**src/rtl/utopia1_phy_tx.sv**
```systemverilog
// utopia1_phy_tx: PHY-side Utopia Level 1 Rx cell source.
// Buffers host cells in round-robin slots and delivers them under clav/en.
module utopia1_phy_tx #(
    parameter int unsigned NUM_CELLS  = 2,
    parameter bit          GEN_HEC    = 1'b1,
    parameter int unsigned CELL_BYTES = 53
) (
    input  logic        clk,
    input  logic        rst,
    input  logic        in_valid,
    output logic        in_ready,
    input  logic [7:0]  in_data,
    input  logic        in_soc,
    output logic        in_err,
    output logic [7:0]  data,
    output logic        soc,
    input  logic        en,
    output logic        clav,
    output logic [15:0] cells_sent
);
    localparam int unsigned DEPTH = NUM_CELLS * CELL_BYTES;
    localparam int unsigned AW    = $clog2(DEPTH);
    localparam logic [5:0]  LAST  = 6'(CELL_BYTES - 1);
    localparam logic [1:0]  PMAX  = 2'(NUM_CELLS - 1);

    typedef enum logic [1:0] {
        SLOT_FREE, SLOT_FILL, SLOT_READY, SLOT_SEND
    } slot_e;

    typedef enum logic { IDLE, XFER } rd_state_e;

    logic [7:0]    mem_q [DEPTH];
    slot_e         slot_q [4];
    slot_e         slot_d [4];
    logic [1:0]    wr_ptr_q, wr_ptr_d, rd_ptr_q, rd_ptr_d;
    logic [5:0]    wr_idx_q, wr_idx_d, rd_idx_q, rd_idx_d;
    logic [2:0]    rcnt_q, rcnt_d;
    logic [7:0]    crc_q, crc_d, data_q, data_d;
    logic          soc_q, soc_d, clav_q, clav_d, err_q, err_d;
    logic [15:0]   sent_q, sent_d;
    rd_state_e     st_q, st_d;
    logic          accept, mem_we, rc_inc, rc_dec;
    logic [AW-1:0] wbase, raddr, waddr;
    logic [7:0]    wdata;

    // One MSB-first CRC-8 (x^8+x^2+x+1) byte step.
    function automatic logic [7:0] crc8_step(input logic [7:0] c,
                                             input logic [7:0] b);
        logic [7:0] r;
        r = c ^ b;
        for (int i = 0; i < 8; i++) begin
            r = r[7] ? ((r << 1) ^ 8'h07) : (r << 1);
        end
        return r;
    endfunction

    function automatic logic [1:0] ptr_next(input logic [1:0] p);
        return (p == PMAX) ? 2'd0 : p + 2'd1;
    endfunction

    assign in_ready   = !rst && (slot_q[wr_ptr_q] == SLOT_FREE ||
                                 slot_q[wr_ptr_q] == SLOT_FILL);
    assign accept     = in_valid && in_ready;
    assign wbase      = AW'(32'(wr_ptr_q) * CELL_BYTES);
    assign raddr      = AW'(32'(rd_ptr_q) * CELL_BYTES + 32'(rd_idx_q));
    assign data       = data_q;
    assign soc        = soc_q;
    assign clav       = clav_q;
    assign in_err     = err_q;
    assign cells_sent = sent_q;

    // Host write path, HEC generation and Utopia read FSM next state.
    always_comb begin
        slot_d   = slot_q;
        wr_ptr_d = wr_ptr_q;
        rd_ptr_d = rd_ptr_q;
        wr_idx_d = wr_idx_q;
        rd_idx_d = rd_idx_q;
        crc_d    = crc_q;
        data_d   = data_q;
        soc_d    = 1'b0;
        err_d    = 1'b0;
        sent_d   = sent_q;
        st_d     = st_q;
        mem_we   = 1'b0;
        waddr    = wbase + AW'(wr_idx_q);
        wdata    = in_data;
        rc_inc   = 1'b0;
        rc_dec   = 1'b0;

        if (accept) begin
            if (in_soc) begin
                // A new start always restarts the slot at octet 0.
                err_d            = (wr_idx_q != 6'd0);
                mem_we           = 1'b1;
                waddr            = wbase;
                wr_idx_d         = 6'd1;
                crc_d            = crc8_step(8'h00, in_data);
                slot_d[wr_ptr_q] = SLOT_FILL;
            end else if (wr_idx_q == 6'd0) begin
                err_d = 1'b1;
            end else begin
                mem_we = 1'b1;
                if (GEN_HEC && wr_idx_q == 6'd4) begin
                    wdata = crc_q ^ 8'h55;
                end
                if (wr_idx_q < 6'd4) begin
                    crc_d = crc8_step(crc_q, in_data);
                end
                if (wr_idx_q == LAST) begin
                    wr_idx_d         = 6'd0;
                    slot_d[wr_ptr_q] = SLOT_READY;
                    wr_ptr_d         = ptr_next(wr_ptr_q);
                    rc_inc           = 1'b1;
                end else begin
                    wr_idx_d = wr_idx_q + 6'd1;
                end
            end
        end

        unique case (st_q)
            IDLE: begin
                if (!en && rcnt_q != 3'd0) begin
                    slot_d[rd_ptr_q] = SLOT_SEND;
                    rc_dec           = 1'b1;
                    data_d           = mem_q[raddr];
                    soc_d            = 1'b1;
                    rd_idx_d         = 6'd1;
                    st_d             = XFER;
                end
            end
            XFER: begin
                if (!en) begin
                    data_d = mem_q[raddr];
                    if (rd_idx_q == LAST) begin
                        slot_d[rd_ptr_q] = SLOT_FREE;
                        rd_ptr_d         = ptr_next(rd_ptr_q);
                        rd_idx_d         = 6'd0;
                        sent_d           = sent_q + 16'd1;
                        st_d             = IDLE;
                    end else begin
                        rd_idx_d = rd_idx_q + 6'd1;
                    end
                end
            end
        endcase

        rcnt_d = rcnt_q + {2'b00, rc_inc} - {2'b00, rc_dec};
        clav_d = (rcnt_d != 3'd0);
    end

    // Control state registers with asynchronous reset.
    always_ff @(posedge clk or posedge rst) begin
        if (rst) begin
            for (int i = 0; i < 4; i++) begin
                slot_q[i] <= SLOT_FREE;
            end
            wr_ptr_q <= 2'd0;
            rd_ptr_q <= 2'd0;
            wr_idx_q <= 6'd0;
            rd_idx_q <= 6'd0;
            rcnt_q   <= 3'd0;
            crc_q    <= 8'h00;
            data_q   <= 8'h00;
            soc_q    <= 1'b0;
            clav_q   <= 1'b0;
            err_q    <= 1'b0;
            sent_q   <= 16'd0;
            st_q     <= IDLE;
        end else begin
            slot_q   <= slot_d;
            wr_ptr_q <= wr_ptr_d;
            rd_ptr_q <= rd_ptr_d;
            wr_idx_q <= wr_idx_d;
            rd_idx_q <= rd_idx_d;
            rcnt_q   <= rcnt_d;
            crc_q    <= crc_d;
            data_q   <= data_d;
            soc_q    <= soc_d;
            clav_q   <= clav_d;
            err_q    <= err_d;
            sent_q   <= sent_d;
            st_q     <= st_d;
        end
    end

    // Cell buffer storage; contents are gated by slot state, not reset.
    always_ff @(posedge clk) begin
        if (mem_we) begin
            mem_q[waddr] <= wdata;
        end
    end

endmodule

```
**config.mk**
```make
export PLATFORM = sky130hd
export DESIGN_NAME = utopia1_phy_tx
export DESIGN_NICKNAME = d
export VERILOG_FILES = /design/src/rtl/utopia1_phy_tx.sv
export SDC_FILE = /design/constraint.sdc
export NUM_CORES = 1
export LEC_CHECK = 0
export CAP_MARGIN = 30
export CORE_ASPECT_RATIO = 0.7
export CORE_UTILIZATION = 61
export CTS_CLUSTER_SIZE = 24
export DETAILED_ROUTE_END_ITERATION = 10
export PLACE_DENSITY_LB_ADDON = 0.05
export SLEW_MARGIN = 30
export SYNTH_ARGS = -nofsm -noshare
export SYNTH_HDL_FRONTEND = slang
export SYNTH_SLANG_ARGS = --single-unit
```
**constraint.sdc**
```tcl
create_clock -name clk -period 13.5 [get_ports clk]
set_clock_uncertainty 0.2 [all_clocks]
set_input_delay 2.025 -clock clk [delete_from_list [all_inputs] [get_ports clk]]
set_output_delay 2.025 -clock clk [all_outputs]
set_load 0.005 [all_outputs]
```
==> summary.md <==
| Metric | Value |
|---|---|
| DRT Pass-1 Iters | 6 |
| Number of synthesized flops with an enable pin | 848 |
| Critical path launch point type | primary input |
| Unrepaired setup endpoints after global routing | no |
| Worst setup EP type | flop |
| Max VDD drop | between 0.0002 and 0.00025 V |
| Crit path DAT | 7.02 ns |
| Starting density of the core | 62.4% |
| Register area share after synthesis | 71.2% |
| HPWL Detailed | between 60000 and 70000 um |
| Crit-path cells | clkdlybuf4s50_1, clkinv_1, nor4_4, buf_4, mux2i_2, nor3b_2, nand3_1, a31oi_1 |
| Peak Freq | 0.144 GHz |
| Vias/cell | between 6 and 7 |
| CP Max Fanout | 25 |
| Layout filler cell count | ~4000 |
| Resized cells post-CTS | 0 |
| Finish-stage setup viols | 0 |
| H-Tree Depth | 3 |
| Worst-Skew Late Latency | 0.63 ns |
| Worst min path class | flop to flop |
| Cell Area, Synth | 37800 sq um |
| Max-Cap Viols | 0 |
| Root buf cell | clkbuf_16 |
| Nets@finish | 2240 |
| Yosys reg bits | 907 |
| Avg WL per Cell | 32.0 um |
| CP peak stage delay | about 1.1 ns |
| Worst EP required | between 10 and 15 ns |
| # rows | 75 |
| Crit path time final | 6.97 ns |
| P_leak | around 14 nW |
| GRT Total Usage | 31.7% |
| Clock Sinks | 907 |
| CTS Hold Buffers Added | 0 |
| Post-CTS Setup Bufs | 0 |
| Mapped Nets | 2209 |
| Clock transition at the registers of the reported paths | 0.07 ns |
| Post-route DRC violation count | 0 |
| Synth Warn # | 0 |
| First-pass GRT wire length | between 100000 and 150000 um |
| Cell variety after synth | slightly below 70 |
| Grt ovf | 0 |
| Synth-to-Final Area Change | 11.1% |
| Worst-margin pin slew | 0.991 ns |
| Final cycle utilization of the critical path | 51.6% |
| Top Ports | 41 |
| Buf/Inv on CP | 3 |
| Worst setup path category | primary input to flop |
| Pin count of the biggest net entering global routing | 126 |
| Final Wtd Congestion | roughly 0.91 |
| Die area | 63000 sq um |
| Final hold vios | 0 |
| Core area | 60600 sq um |
| CTS tree | built |
| Share of layout cells above drive strength 1 | 16.9% |
| Clk buf depth | 3 |
| Vias in the first global route | 20400 |
| Vias | 21300 |
| Chip width | 300 um |
| Antenna violations before repair | 4 |
| Die height | 210 um |
| Routed Antenna Nets | 0 |
| Post-synthesis area per instance | 17.5 sq um |
| Final wirelength | 97800 um |
| Most common flop cell mapped by yosys | edfxtp_1 |
| Placed insts | 2911 |
| Async set-reset flop share out of synthesis | under 10% |
| Post-Syn Instances | 2158 |
| Non-filler instance count after layout | 3059 |
| Cell family with most CP delay | buffers and inverters |
| Number of CTS-inserted buffers | about 80 |
| I/O Buffers | 40 |
| Pwr dens | ~220 nW/um^2 |
| Status | complete, no violations |
| Final core occ | 69.3% |
| Final max-slew violation count | 0 |
| DR iter-0 viols | 3056 |
| Worst path slowest cell | clkdlybuf4s50_1 |
| Max-Slew Margin vs Limit | between 30% and 40% |
| Setup_tns | 0 ns |
-- sequential cells by signal, indices dropped and copies added (netlist names), 2 cells and up --
signal and cells:
mem_q 848, cells_sent 16, crc_q 8, data 8
rd_idx_q 6, wr_idx_q 6, slot_q 4, rcnt_q 3
rd_ptr_q 2, wr_ptr_q 2
-- area by class of cell --
cell class | count | area, sq um | share of cell area [%]
inverter | 30 | 113 | 0.268
multi-input combinational | 1084 | 10500 | 25.1
clock buffer | 105 | 2200 | 5.24
clock inverter | 40 | 389 | 0.926
tap | 808 | 1010 | 2.41
timing repair buffer | 84 | 820 | 1.95
sequential | 907 | 26900 | 64.1
antenna | 1 | 2.50 | 0.00596
-- placed cells by master (no fill, tap or decap), types with 16 or more instances in the layout --
cell / n
clkbuf_16: 84
nor2_1: 41
buf_4: 38
a31oi_1: 78
inv_1: 27
nand4_1: 16
dfrtp_1: 59
o21ai_0: 66
edfxtp_1: 848
nor3_1: 29
clkbuf_1: 19
nand2_1: 56
clkdlybuf4s50_1: 40
a22oi_1: 22
xnor2_1: 36
nand3_1: 58
a31oi_2: 31
a21oi_1: 36
a211oi_1: 25
ha_1: 32
a221o_1: 16
a221oi_1: 58
mux4_2: 141
mux2i_1: 165
-- through the flow --
stage / setup slack, ns / hold slack, ns / power [W] / instance area (sq um)
2_1_floorplan: 6.55 / 0.257 / 0.00545 / 37800
3_3_place_gp: 6.28 / 0.254 / 0.00669 / 39100
3_5_place_dp: 6.14 / 0.262 / 0.00675 / 39200
4_1_cts: 6.80 / 0.274 / 0.00902 / 41700
5_1_grt: 6.38 / 0.284 / 0.00940 / 42000
6_report: 6.53 / 0.273 / 0.00914 / 42000
-- logic make-up (layout without fill, tap and decap cells) --
group	after synthesis	after routing	synth area share [%]
DFF	907	907	71.2
other	0	1	0
xor gates and xnor gates	51	51	1.22
and+or+nand+nor	279	279	3.89
muxes	322	322	13.2
AOI/OAI and AO/OA	394	394	7.14
buffers and inverters	167	259	1.98
adders and majority gates	38	38	1.34
-- synthesized netlist by cell type (all sizes together), types with 36 or more instances --
cell | n | share of area, %
edfxtp | 848 | 67
mux2i | 170 | 4.5
mux4 | 141 | 8.4
a31oi | 109 | 1.8
clkbuf | 85 | 0.84
o21ai | 68 | 0.90
nand3 | 63 | 0.85
dfrtp | 59 | 3.9
a221oi | 58 | 1.3
nand2 | 56 | 0.56
buf | 52 | 0.84
nor2 | 43 | 0.43
xnor2 | 37 | 0.86
a21oi | 36 | 0.48
-- path summary, 6_finish.rpt --
check	slack [ns]	from	cells past startpoint	endpoint
min in group asynchronous	1.58	rst	2	crc_q[1]
max in group asynchronous	10.52	rst	3	cells_sent[9]
max reg2reg	7.94	rd_ptr_q[0]	10	data[4]
min	0.27	cells_sent[15]	1	cells_sent[15]
min reg2reg	0.27	cells_sent[15]	1	cells_sent[15]
max	6.53	in_soc	8	mem_q[0][3]
-- where the power goes --
part / leakage, nW / total (W) / internal, W / switching, W
registers: 8.37 / 0.00321 / 0.00313 / 0.0000819
clock network: 1.26 / 0.00229 / 0.00129 / 0.00100
logic: 3.91 / 0.00364 / 0.00127 / 0.00237
-- layer usage --
layer  track usage, %  vias up  share of wire, %
li1                 -     8921                 -
met3             8.24      198                13
met5                0        -             0.022
met4             9.57        4               3.1
met1             49.6    10800                41
met2             44.0     1458                43
-- worst register-to-register path, delay by kind of cell, from the launching register on --
kind / cells / cell delay (ns)
DFF: 1 / 0.50
buffers and inverters: 3 / 1.62
and+or+nand+nor: 1 / 0.17
AOI/OAI and AO/OA: 4 / 1.34
adders and majority gates: 1 / 0.88
muxes: 1 / 0.69
Power figures use the tool's default switching activity.
